`src/rtl/dmux_stream_pkg.sv`:
```
// Shared types and helpers for the dmux_stream demultiplexer.
package dmux_stream_pkg;

    typedef enum logic {
        ST_IDLE   = 1'b0,
        ST_LOCKED = 1'b1
    } state_e;

    // Low bit of channel k's slice inside the packed out_data bus.
    function automatic int unsigned slice_lo(int unsigned k, int unsigned w);
        return k * w;
    endfunction

endpackage

```
`src/rtl/dmux_stream_slot.sv`:
```
// Per-channel 1-entry output buffer; a load wins over a same-cycle drain.
module dmux_stream_slot #(
    parameter int WIDTH = 8
) (
    input  logic             clk,
    input  logic             rst_n,
    input  logic             load_i,
    input  logic             drain_i,
    input  logic [WIDTH-1:0] data_i,
    input  logic             last_i,
    output logic [WIDTH-1:0] data_o,
    output logic             last_o,
    output logic             valid_o
);

    logic [WIDTH-1:0] data_q;
    logic             last_q;
    logic             valid_q;

    always_ff @(posedge clk or negedge rst_n) begin
        if (!rst_n) begin
            data_q  <= '0;
            last_q  <= 1'b0;
            valid_q <= 1'b0;
        end else if (load_i) begin
            data_q  <= data_i;
            last_q  <= last_i;
            valid_q <= 1'b1;
        end else if (valid_q && drain_i) begin
            valid_q <= 1'b0;
        end
    end

    assign data_o  = data_q;
    assign last_o  = last_q;
    assign valid_o = valid_q;

endmodule

```
`src/rtl/dmuxn.sv`:
```
// One-hot decoder: steers a single enable to the output picked by sel_i.
module dmuxn #(
    parameter int NB_SEL = 2
) (
    input  logic                   in_i,
    input  logic [NB_SEL-1:0]      sel_i,
    output logic [2**NB_SEL-1:0]   out_o
);

    always_comb begin
        out_o        = '0;
        out_o[sel_i] = in_i;
    end

endmodule

```
`src/rtl/dmux_stream.sv`:
```
// Registered valid/ready demultiplexer with optional per-packet route lock.
module dmux_stream
    import dmux_stream_pkg::*;
#(
    parameter int NB_SEL   = 2,
    parameter int WIDTH    = 8,
    parameter int PKT_LOCK = 1,
    localparam int N       = 2**NB_SEL
) (
    input  logic               clk,
    input  logic               rst_n,
    input  logic [WIDTH-1:0]   in_data,
    input  logic               in_valid,
    input  logic               in_last,
    input  logic [NB_SEL-1:0]  sel,
    output logic               in_ready,
    output logic [N*WIDTH-1:0] out_data,
    output logic [N-1:0]       out_valid,
    output logic [N-1:0]       out_last,
    input  logic [N-1:0]       out_ready,
    output logic               busy
);

    state_e            state_q;
    logic [NB_SEL-1:0] lock_sel_q;
    logic [NB_SEL-1:0] route;
    logic              accept;
    logic [N-1:0]      load;
    logic              locked;

    assign locked   = (PKT_LOCK != 0) && (state_q == ST_LOCKED);
    assign route    = locked ? lock_sel_q : sel;
    assign in_ready = ~out_valid[route] | out_ready[route];
    assign accept   = in_valid & in_ready;
    assign busy     = locked;

    always_ff @(posedge clk or negedge rst_n) begin
        if (!rst_n) begin
            state_q    <= ST_IDLE;
            lock_sel_q <= '0;
        end else if ((PKT_LOCK != 0) && accept) begin
            unique case (state_q)
                ST_IDLE: begin
                    if (!in_last) begin
                        lock_sel_q <= sel;
                        state_q    <= ST_LOCKED;
                    end
                end
                ST_LOCKED: begin
                    if (in_last) state_q <= ST_IDLE;
                end
                default: state_q <= ST_IDLE;
            endcase
        end
    end

    dmuxn #(
        .NB_SEL (NB_SEL)
    ) u_load_dec (
        .in_i  (accept),
        .sel_i (route),
        .out_o (load)
    );

    for (genvar k = 0; k < N; k++) begin : g_slot
        dmux_stream_slot #(
            .WIDTH (WIDTH)
        ) u_slot (
            .clk     (clk),
            .rst_n   (rst_n),
            .load_i  (load[k]),
            .drain_i (out_ready[k]),
            .data_i  (in_data),
            .last_i  (in_last),
            .data_o  (out_data[slice_lo(k, WIDTH) +: WIDTH]),
            .last_o  (out_last[k]),
            .valid_o (out_valid[k])
        );
    end

endmodule

```
`config.mk`:
```
export PLATFORM = sky130hd
export DESIGN_NAME = dmux_stream
export DESIGN_NICKNAME = d
export VERILOG_FILES = /design/src/rtl/dmux_stream_pkg.sv /design/src/rtl/dmux_stream_slot.sv /design/src/rtl/dmuxn.sv /design/src/rtl/dmux_stream.sv
export SDC_FILE = /design/constraint.sdc
export NUM_CORES = 1
export LEC_CHECK = 0
export CAP_MARGIN = 20
export CORE_UTILIZATION = 30
export DETAILED_ROUTE_END_ITERATION = 6
export PLACE_DENSITY = 0.63
export RECOVER_POWER = 100
export SYNTH_ARGS = -nofsm -noshare
export SYNTH_HDL_FRONTEND = slang
export SYNTH_SLANG_ARGS = --single-unit
```
`constraint.sdc`:
```
create_clock -name clk -period 1.5 [get_ports clk]
set_input_delay 0.375 -clock clk [delete_from_list [all_inputs] [get_ports clk]]
set_output_delay 0.375 -clock clk [all_outputs]
set_load 0.01 [all_outputs]
```
---- After elaboration in Yosys (flattened, before gate mapping) ----
Cells that the tools add are included.
W data, S select, Z words.
storage, ports and cells
  memory bits (writable) .................. 0
  output and inout port bits .............. 42
  logic and storage cells ................. 48
  register bits ........................... 43
  memories kept ........................... 0
  memory bits (read-only) ................. 0
  bits in latches ......................... 0
  input bits .............................. 18
cells by class
  muxes and demuxes ....................... 16
  equality and inequality tests ........... 0
  divide/modulo/power cells ............... 0
  shift-type cells ........................ 0
  $lt $le $gt $ge ......................... 2
  bitwise logic cells ..................... 6
  $add $sub $neg .......................... 0
  $mul .................................... 0
  reductions and logical operators ........ 10
operators by type and width
  cell                  count
  $mux W1               12
  $reduce_bool A2 Y1    4
  $logic_and A1 B1 Y1   5
  $and A4 B4 Y4         1
  $bmux W1 S2           2
  $lt A2 B3 Y1 const B  1
  $not A1 Y1            3
  $reduce_and A3 Y1     1
  $demux W1 S2          1
  $ge A2 B1 Y1 const B  1
  $mux W2               1
  $and A1 B1 Y1         1
  $or A1 B1 Y1          1

---- Depth between registers and ports, before layout ----
Gate-level depths: netlist (run 1).
  depth after elaboration ................. 8
  gate-level depth with buffers ........... 5
  gate-level depth less buffers ........... 4

---- Cells and area by module ----
Synthesis (run 1) repeated with hierarchy kept, for this count alone.
unflattened totals
  cells, all modules ...................... 120
  area, all modules ....................... 1918.1 um^2
by module, submodules not included
  module            area an instance (um^2)  sequential area each (um^2)  times used  cells each
  dmux_stream_slot  409.1                    250.2                        4           22
  dmux_stream       244.0                    75.1                         1           28
  dmuxn             37.5                     0.0                          1           4

---- Worst setup path before layout (run 1) ----
OpenSTA, ideal clock, no wires.
  path kind ............................... register to output
  start ................................... register state_q (netlist: busy)
  end ..................................... output port in_ready
  cell stages (with the launch flop) ...... 5
  arrival ................................. 1299 ps
  path slack .............................. -174 ps
  required time ........................... 1125 ps
  buffers on the path ..................... 1
  cell sequence ........................... dfrtp_1 > buf_6 > mux2_4 > mux2i_2 > mux2i_1
on the way
  longest elaborated chain between the ends .. 5
  elaborated cells on any way between the ends .. 7
  those cells by class .................... mux (5); bitwise (2)
RTL lines
  what                           RTL line           text
  from (decl)                    dmux_stream.sv:24  state_e state_q;
  from (signal assigned)         dmux_stream.sv:39  state_q <= ST_IDLE;
  from (signal assigned)         dmux_stream.sv:46  state_q <= ST_LOCKED;
  from (signal assigned)         dmux_stream.sv:50  if (in_last) state_q <= ST_IDLE;
  $mux W2 *                      dmux_stream.sv:32  assign route = locked ? lock_sel_q : sel;
  $bmux W1 S2                    dmux_stream.sv:33  assign in_ready = ~out_valid[route] | out_ready[route];
  $mux W1 (not written as such)  dmux_stream.sv:33
  $not A1 Y1                     dmux_stream.sv:33
  $or A1 B1 Y1 *                 dmux_stream.sv:33
  to (decl)                      dmux_stream.sv:16  output logic in_ready,
Every way passes the cells marked *; elsewhere a longest branch is shown, timed or not. The select of a mux whose other input is x is not followed.

---- Worst setup path after layout (run 1) ----
  start ................................... input port out_ready[3]
  end ..................................... output port in_ready
on the way
  longest elaborated chain between the ends .. 3
RTL lines
  what                           RTL line           text
  from (decl)                    dmux_stream.sv:20  input logic [N-1:0] out_ready,
  $bmux W1 S2                    dmux_stream.sv:33
  $mux W1 (not written as such)  dmux_stream.sv:33
  $or A1 B1 Y1                   dmux_stream.sv:33
Every way passes these cells. The select of a mux whose other input is x is not followed.

==> key figures, run 1 <==
Hold path
  • Hold WC Path Type: primary input to asynchronous set/reset pin

Worst setup path
  • Worst reg-to-reg path cell count: 7
  • Critical-path top delay cell: clkdlybuf4s50_1
  • Startpoint Class: primary input
  • CP arrival: about 1.5 ns
  • Req. time, crit path: 1.12 ns
  • CP Cell Sequence: clkdlybuf4s50_1 -> or2b_2 -> mux2i_2 -> mux2i_1 -> buf_2
  • Crit path kind: primary input to output pin
  • R2r endpoint: g_slot[0].u_slot.data_o[1]
  • Slowest Stage Delay on Critical Path: ~0.4 ns
  • CP Max Fanout: 2
  • Setup crit end kind: output pin
  • Setup slack, reg-to-reg: -0.24 ns
  • RR Startpoint: busy

Global route
  • Initial antenna violation count: 0
  • Pin count of the biggest net entering global routing: 28
  • Vias in the first global route: approximately 1500
  • Total gr overflow: 0
  • First-pass GRT wire length: about 8300 um
  • All-Layer GR Usage: ~17%

Pwr
  • Sw frac: 32.22%
  • Share of power burned in registers: between 30 and 40%
  • P per Cell Area: 1983 nW/um2
  • Combinational fraction of design power: 50.3%
  • Worst VDD drop: 0.9547 mV
  • Leakage: approximately 1.5 nW
  • P_int: approximately 4.0 mW
  • Clock power share: 15.7%
  • Net Sw Power: 1.922 mW

Floorplanning
  • Core footprint: roughly 6000 um2
  • Core Rows: 28
  • Die H: roughly 80 um
  • Die Area: between 6000 and 7000 um2
  • Starting density of the core: about a third
  • # IOs: 60
  • Die Span X: approximately 81 um

Synth
  • Syn_nets: ~140
  • Post-synthesis register bit count: 43
  • Synth Cell Area: about 1900 um2
  • Mapped Cells: 123
  • Register area share after synthesis: a little under three fifths
  • Synth cell types: 22
  • Synthesized area per cell: between 15 and 20 um2
  • Yosys Warn Count: 0

Clock tree
  • Clk_lat worst skew: 0.29 ns
  • CTS tree: yes
  • TritonCTS buffer count: 5
  • Clock slew at reported path FFs: around 0.090 ns
  • Max H-tree Level: 2
  • CTS Buffer Depth: 2
  • Clk sinks: 43
  • CTS root buf: clkbuf_8

Job
  • Max_cap viols: 0

Detailed routing
  • Vias: approximately 1400
  • Post-route ant nets: 0
  • Number of DRC markers in iteration 0: 15
  • Final wirelength: 5059 um
  • Post-route DRC: 0
  • Drt first pass iters: 4
  • Wirelength per Cell: between 15 and 20 um
  • Via density: around 4.6

Placed design
  • I/O Buffers: 59
  • GPL Wtd Cong: around 0.76
  • DP HPWL: approximately 3300 um
  • Area of placed instances: between 2000 and 3000 um2
  • Setup WS pre-CTS: -0.8974 ns

STA
  • Worst-Margin Slew: roughly 0.90 ns
  • Final worst setup slack: -0.3847 ns
  • Fin. Hold Viols: 0
  • Hold Slack: 0.1794 ns
  • Period Utilization, post-route: 125.6%
  • Max-slew violations: 0
  • Slew headroom: 40.11%
  • Max Freq: around 530 MHz
  • RSZ-0062 raised after global routing: true
  • Final min period: approximately 1.9 ns
  • Final setup skew: between 0.01 and 0.015 ns
  • Final setup vio count: 42

Layout
  • Layout Utilization: between 50% and 60%
  • Finished layout cell area: ~3000 um2
  • Ant diodes: 0
  • Total Nets Final: 234
  • Layout cells sized above 1: 43.78%
  • Fillers: 539
  • Area grow syn2layout: 59.10%

Status
  • Status: finished with violations
  • Failing checks: setup timing
-- placed cells by master, fill, tap and decap left out --
| cell | n |
|---|---|
| nand4_2 | 1 |
| o21a_1 | 1 |
| clkbuf_16 | 2 |
| o21bai_1 | 1 |
| nand2_1 | 7 |
| clkbuf_1 | 2 |
| clkdlybuf4s50_1 | 15 |
| nand2b_1 | 3 |
| clkinv_2 | 1 |
| o22a_1 | 1 |
| buf_2 | 2 |
| mux2_4 | 24 |
| clkbuf_4 | 3 |
| bufinv_16 | 1 |
| nand4_4 | 4 |
| clkdlybuf4s15_1 | 1 |
| o22ai_2 | 1 |
| or2b_2 | 1 |
| dfrtp_1 | 43 |
| mux2_2 | 13 |
| dlygate4sd2_1 | 39 |
| mux2_1 | 1 |
| mux2i_2 | 2 |
| o21ai_1 | 1 |
| mux2i_4 | 2 |
| a21bo_2 | 1 |
| inv_1 | 1 |
| mux2i_1 | 4 |
| buf_6 | 7 |
| clkbuf_8 | 6 |
| nor2_1 | 2 |
| buf_4 | 22 |
| buf_12 | 2 |
-- Yosys cell counts (all sizes together) --
library cell  count  area (um2)
mux2             38       435.4
inv               1       3.750
o22ai             1       6.260
clkbuf            1       3.750
nand2             7       26.28
nand4             4       85.08
dfrtp            43        1076
o22a              1       8.760
buf               9       71.32
o21ai             1       5.000
mux2i             8       108.9
nand2b            3       18.77
o21a              1       7.510
nor2              2       7.510
o21bai            1       7.510
a21bo             1       10.01
or2b              1       8.760
-- power groups by stage --
stage               Sequential, mW  Combinational, mW  Clock [mW]
finish                        2.03               3.00       0.938
global route                  2.10               3.20        1.02
CTS                           2.03               3.05       0.961
detailed placement            2.05               3.15           0
global placement              2.02               3.08           0
floorplan                     2.23               1.42           0
-- routing by layer --
metal | global-route usage (%) | up-vias | share of wire, %
met1 | 20.52 | 687 | 41
met3 | 5.730 | 4 | 6.1
met2 | 30.58 | 41 | 53
li1 | - | 621 | -
met4 | 3.929 | 0 | 0.61
met5 | 0 | - | 0
-- layout make-up --
class | instances | area, um2 | area share [%]
Tap cell | 75 | 93.84 | 3.120
Multi-Input combinational cell | 70 | 840.8 | 27.95
Clock inverter | 2 | 35.03 | 1.165
Timing Repair Buffer | 95 | 875.8 | 29.12
Sequential cell | 43 | 1076 | 35.77
Inverter | 1 | 3.754 | 0.1248
Clock buffer | 6 | 82.58 | 2.745
-- flip-flops by register name, indices dropped and copies added, names as in the netlist --
name	count
lock_sel_q	2
g_slot.u_slot.data_o	32
g_slot.u_slot.valid_o	4
g_slot.u_slot.last_o	4
busy	1
-- logic make-up after synthesis --
logic type | after synthesis | share of synthesized area (%)
AOI/OAI and AO/OA | 6 | 2.383
DFF | 43 | 56.92
and+or+nand+nor | 17 | 7.744
muxes | 46 | 28.79
buffers and inverters | 11 | 4.169
-- through the flow --
| stage | TNS (ns) | cells | total power [mW] |
|---|---|---|---|
| finish | -6.833 | 292 | 5.966 |
| global placement | -20.15 | 269 | 5.104 |
| CTS | -6.772 | 290 | 6.042 |
| floorplan | -1.487 | 123 | 3.647 |
| detailed placement | -21.81 | 269 | 5.201 |
| global route | -9.068 | 292 | 6.321 |
-- how the worst max path moves through the flow --
| stage | startpoint | endpoint | slack (ns) | depth (start not counted) |
|---|---|---|---|---|
| 2_1_floorplan | busy | in_ready | -0.17 | 4 |
| 3_3_place_gp | sel[0] | in_ready | -0.85 | 5 |
| 3_5_place_dp | sel[0] | in_ready | -0.90 | 5 |
| 4_1_cts | busy | in_ready | -0.41 | 4 |
| 5_1_grt | busy | in_ready | -0.47 | 4 |
| 6_report | out_ready[3] | in_ready | -0.38 | 5 |
-- what timing repair did --
item,in CTS,in global routing
setup buffers,11,3
gates cloned,3,0
gates resized for setup,59,8
hold buffers,0,0
endpoints found under the setup margin,83,47
pin swaps,7,2
endpoints found under the hold margin,0,0
-- worst max-delay path, delay by kind of cell --
kind | cells | cell delay, ns
multiplexers | 2 | 0.29
buffers and inverters | 2 | 0.55
AND/OR/NAND/NOR | 1 | 0.31
(Power assumes the default switching activity.)
==> inputs of run 2 (changes only) <==
--- a/config.mk
+++ b/config.mk
@@ -6,10 +6,13 @@
 export NUM_CORES = 1
 export LEC_CHECK = 0
 export CAP_MARGIN = 20
+export CORE_MARGIN = 2
 export CORE_UTILIZATION = 30
+export CTS_BUF_LIST = sky130_fd_sc_hd__clkbuf_8 sky130_fd_sc_hd__clkbuf_16
 export DETAILED_ROUTE_END_ITERATION = 6
 export PLACE_DENSITY = 0.63
 export RECOVER_POWER = 100
+export SETUP_SLACK_MARGIN = 0.05
 export SYNTH_ARGS = -nofsm -noshare
 export SYNTH_HDL_FRONTEND = slang
 export SYNTH_SLANG_ARGS = --single-unit
==> key figures, run 2 (synthesis results as in run 1) <==
Detailed routing
  • Drt first pass iters: 4
  • Met1 WL: 2027 um
  • Via density: between 4 and 5
  • Vias: ~1400
  • Routed met3 length: 350 um
  • Top sig layer: met4
  • Final wirelength: about 5100 um
  • Post-route ant nets: 0
  • Met2 wire len: about 2700 um
  • Number of DRC markers in iteration 0: 30
  • Wirelength per Cell: about 17 um
  • Post-route DRC: 0

Layout
  • Most frequent cells in the layout: dfrtp_1, dlygate4sd2_1, mux2_4, buf_4, clkdlybuf4s50_1
  • Area grow syn2layout: 60.16%
  • Layout cells sized above 1: between 40% and 50%
  • Commonest non-fill, non-tap cell in the layout: dfrtp_1
  • Ant diodes: 0
  • Layout Utilization: roughly half
  • Largest register FFs: 32
  • Total Nets Final: between 200 and 250

Worst setup path
  • Startpoint Class: flip-flop
  • CP Cell Sequence: buf_4 -> mux2_4 -> mux2i_2 -> buf_2
  • Setup crit end kind: output pin
  • Req. time, crit path: ~1.1 ns
  • Slowest Stage Delay on Critical Path: 0.43 ns
  • CP top delay family: multiplexers
  • Crit path kind: flip-flop to output pin
  • CP Max Fanout: 4
  • CP arrival: between 1.5 and 2 ns
  • CP Buf/Inv Count: 2
  • R2r endpoint: g_slot[0].u_slot.data_o[1]
  • Critical-path top delay cell: dfrtp_1
  • Setup slack, reg-to-reg: -0.25 ns
  • RR Startpoint: busy
  • Worst reg-to-reg path cell count: 6

Floorplanning
  • Die Area: ~7000 um2
  • Core footprint: 5991 um2
  • Die H: 83.39 um
  • Starting density of the core: 31.56%
  • Die Span X: ~83 um
  • # IOs: 60
  • Core Rows: 28

Clock tree
  • CTS Buffer Depth: 2
  • Clk_lat worst skew: approximately 0.29 ns
  • Clk sinks: 43
  • Max H-tree Level: 2
  • CTS root buf: clkbuf_8
  • Hold Buf Count CTS: 0
  • TritonCTS buffer count: 5
  • Clock slew at reported path FFs: around 0.08 ns
  • CTS tree: yes

STA
  • RSZ-0062 raised after global routing: true
  • Max-slew violations: 0
  • Period Utilization, post-route: 129.4%
  • Fin. Hold Viols: 0
  • Final setup vio count: between 40 and 50
  • Max Freq: between 500 and 600 MHz
  • Worst-Margin Slew: between 1 and 1.5 ns
  • Hold Slack: approximately 0.26 ns
  • Final min period: approximately 1.9 ns
  • Final worst setup slack: -0.4404 ns
  • Final setup skew: ~0.0093 ns
  • Slew headroom: 27.26%

Global route
  • First-pass GRT wire length: approximately 8300 um
  • Initial antenna violation count: 0
  • Pin count of the biggest net entering global routing: 25
  • Vias in the first global route: 1576
  • All-Layer GR Usage: 15.29%
  • Total gr overflow: 0

Placed design
  • I/O Buffers: about 60
  • GPL Wtd Cong: ~0.77
  • DP HPWL: ~3300 um

Hold path
  • Hold WC Path Type: primary input to asynchronous set/reset pin

Pwr
  • Leakage: roughly 1.5 nW
  • Power consumption: 5.964 mW
  • P per Cell Area: approximately 2000 nW/um2
  • Worst VDD drop: between 0.9 and 1 mV

Status
  • Status: finished with violations
  • Failing checks: setup timing

Job
  • Max_cap viols: 0
[run 2: cell types whose count changed in the layout (fill, tap and decap cells not counted), sizes merged]
cell         delta
nand4           +1
buf             +2
inv             +1
dlygate4sd2     +1
clkbuf          -4
clkinv          -1
[run 2: routing by layer]
metal	up-vias	global-route usage (%)
met5	-	0
met4	0	3.428
met3	2	4.672
met2	41	27.42
met1	698	17.90
li1	623	-
[run 2: repair_timing]
item                       in CTS  in global routing
cloned                          3                  0
gates resized for setup        66                  6
setup endpoints to repair      84                 46
pin swaps                       7                  1
setup buffers                   9                  5
[run 2: layout make-up]
type | count | area (um2)
Inverter | 1 | 3.754
Timing Repair Buffer | 95 | 874.6
Multi-Input combinational cell | 71 | 877.1
Clock buffer | 5 | 68.82
Fill cell | 519 | 2963
Tap cell | 75 | 93.84
Clock inverter | 2 | 33.78
Sequential cell | 43 | 1076
[run 2: how the worst max path moves through the flow]
| stage | from | end | slack (ns) | depth (start not counted) |
|---|---|---|---|---|
| 2_1_floorplan | busy | in_ready | -0.17 | 4 |
| 3_3_place_gp | sel[0] | in_ready | -0.83 | 5 |
| 3_5_place_dp | sel[0] | in_ready | -0.91 | 5 |
| 4_1_cts | busy | in_ready | -0.45 | 4 |
| 5_1_grt | busy | in_ready | -0.52 | 4 |
| 6_report | busy | in_ready | -0.44 | 4 |
[run 2: per-stage QoR]
stage               std cells  cell area (um2)  TNS [ns]  setup WS [ns]
floorplan                 123             1973    -1.487        -0.1742
global placement          269             2768    -20.33        -0.8264
detailed placement        269             2768    -22.33        -0.9079
CTS                       287             2994    -7.887        -0.4531
global route              292             3028    -10.98        -0.5166
finish                    292             3028    -8.352        -0.4404
[run 2: report_power, final]
part	internal (mW)	switching (mW)	leakage, nW	total, mW
combinational	1.82	1.25	0.912	3.08
sequential	1.72	0.314	0.516	2.03
clock	0.481	0.373	0.0554	0.854
[run 2: worst register-to-register path, stage by stage, from the launching register on]
cell	delay, ns
dfrtp_1	0.42
buf_4	0.14
buf_6	0.11
mux2i_4	0.34
nand4_4	0.16
buf_6	0.16
mux2_1	0.30
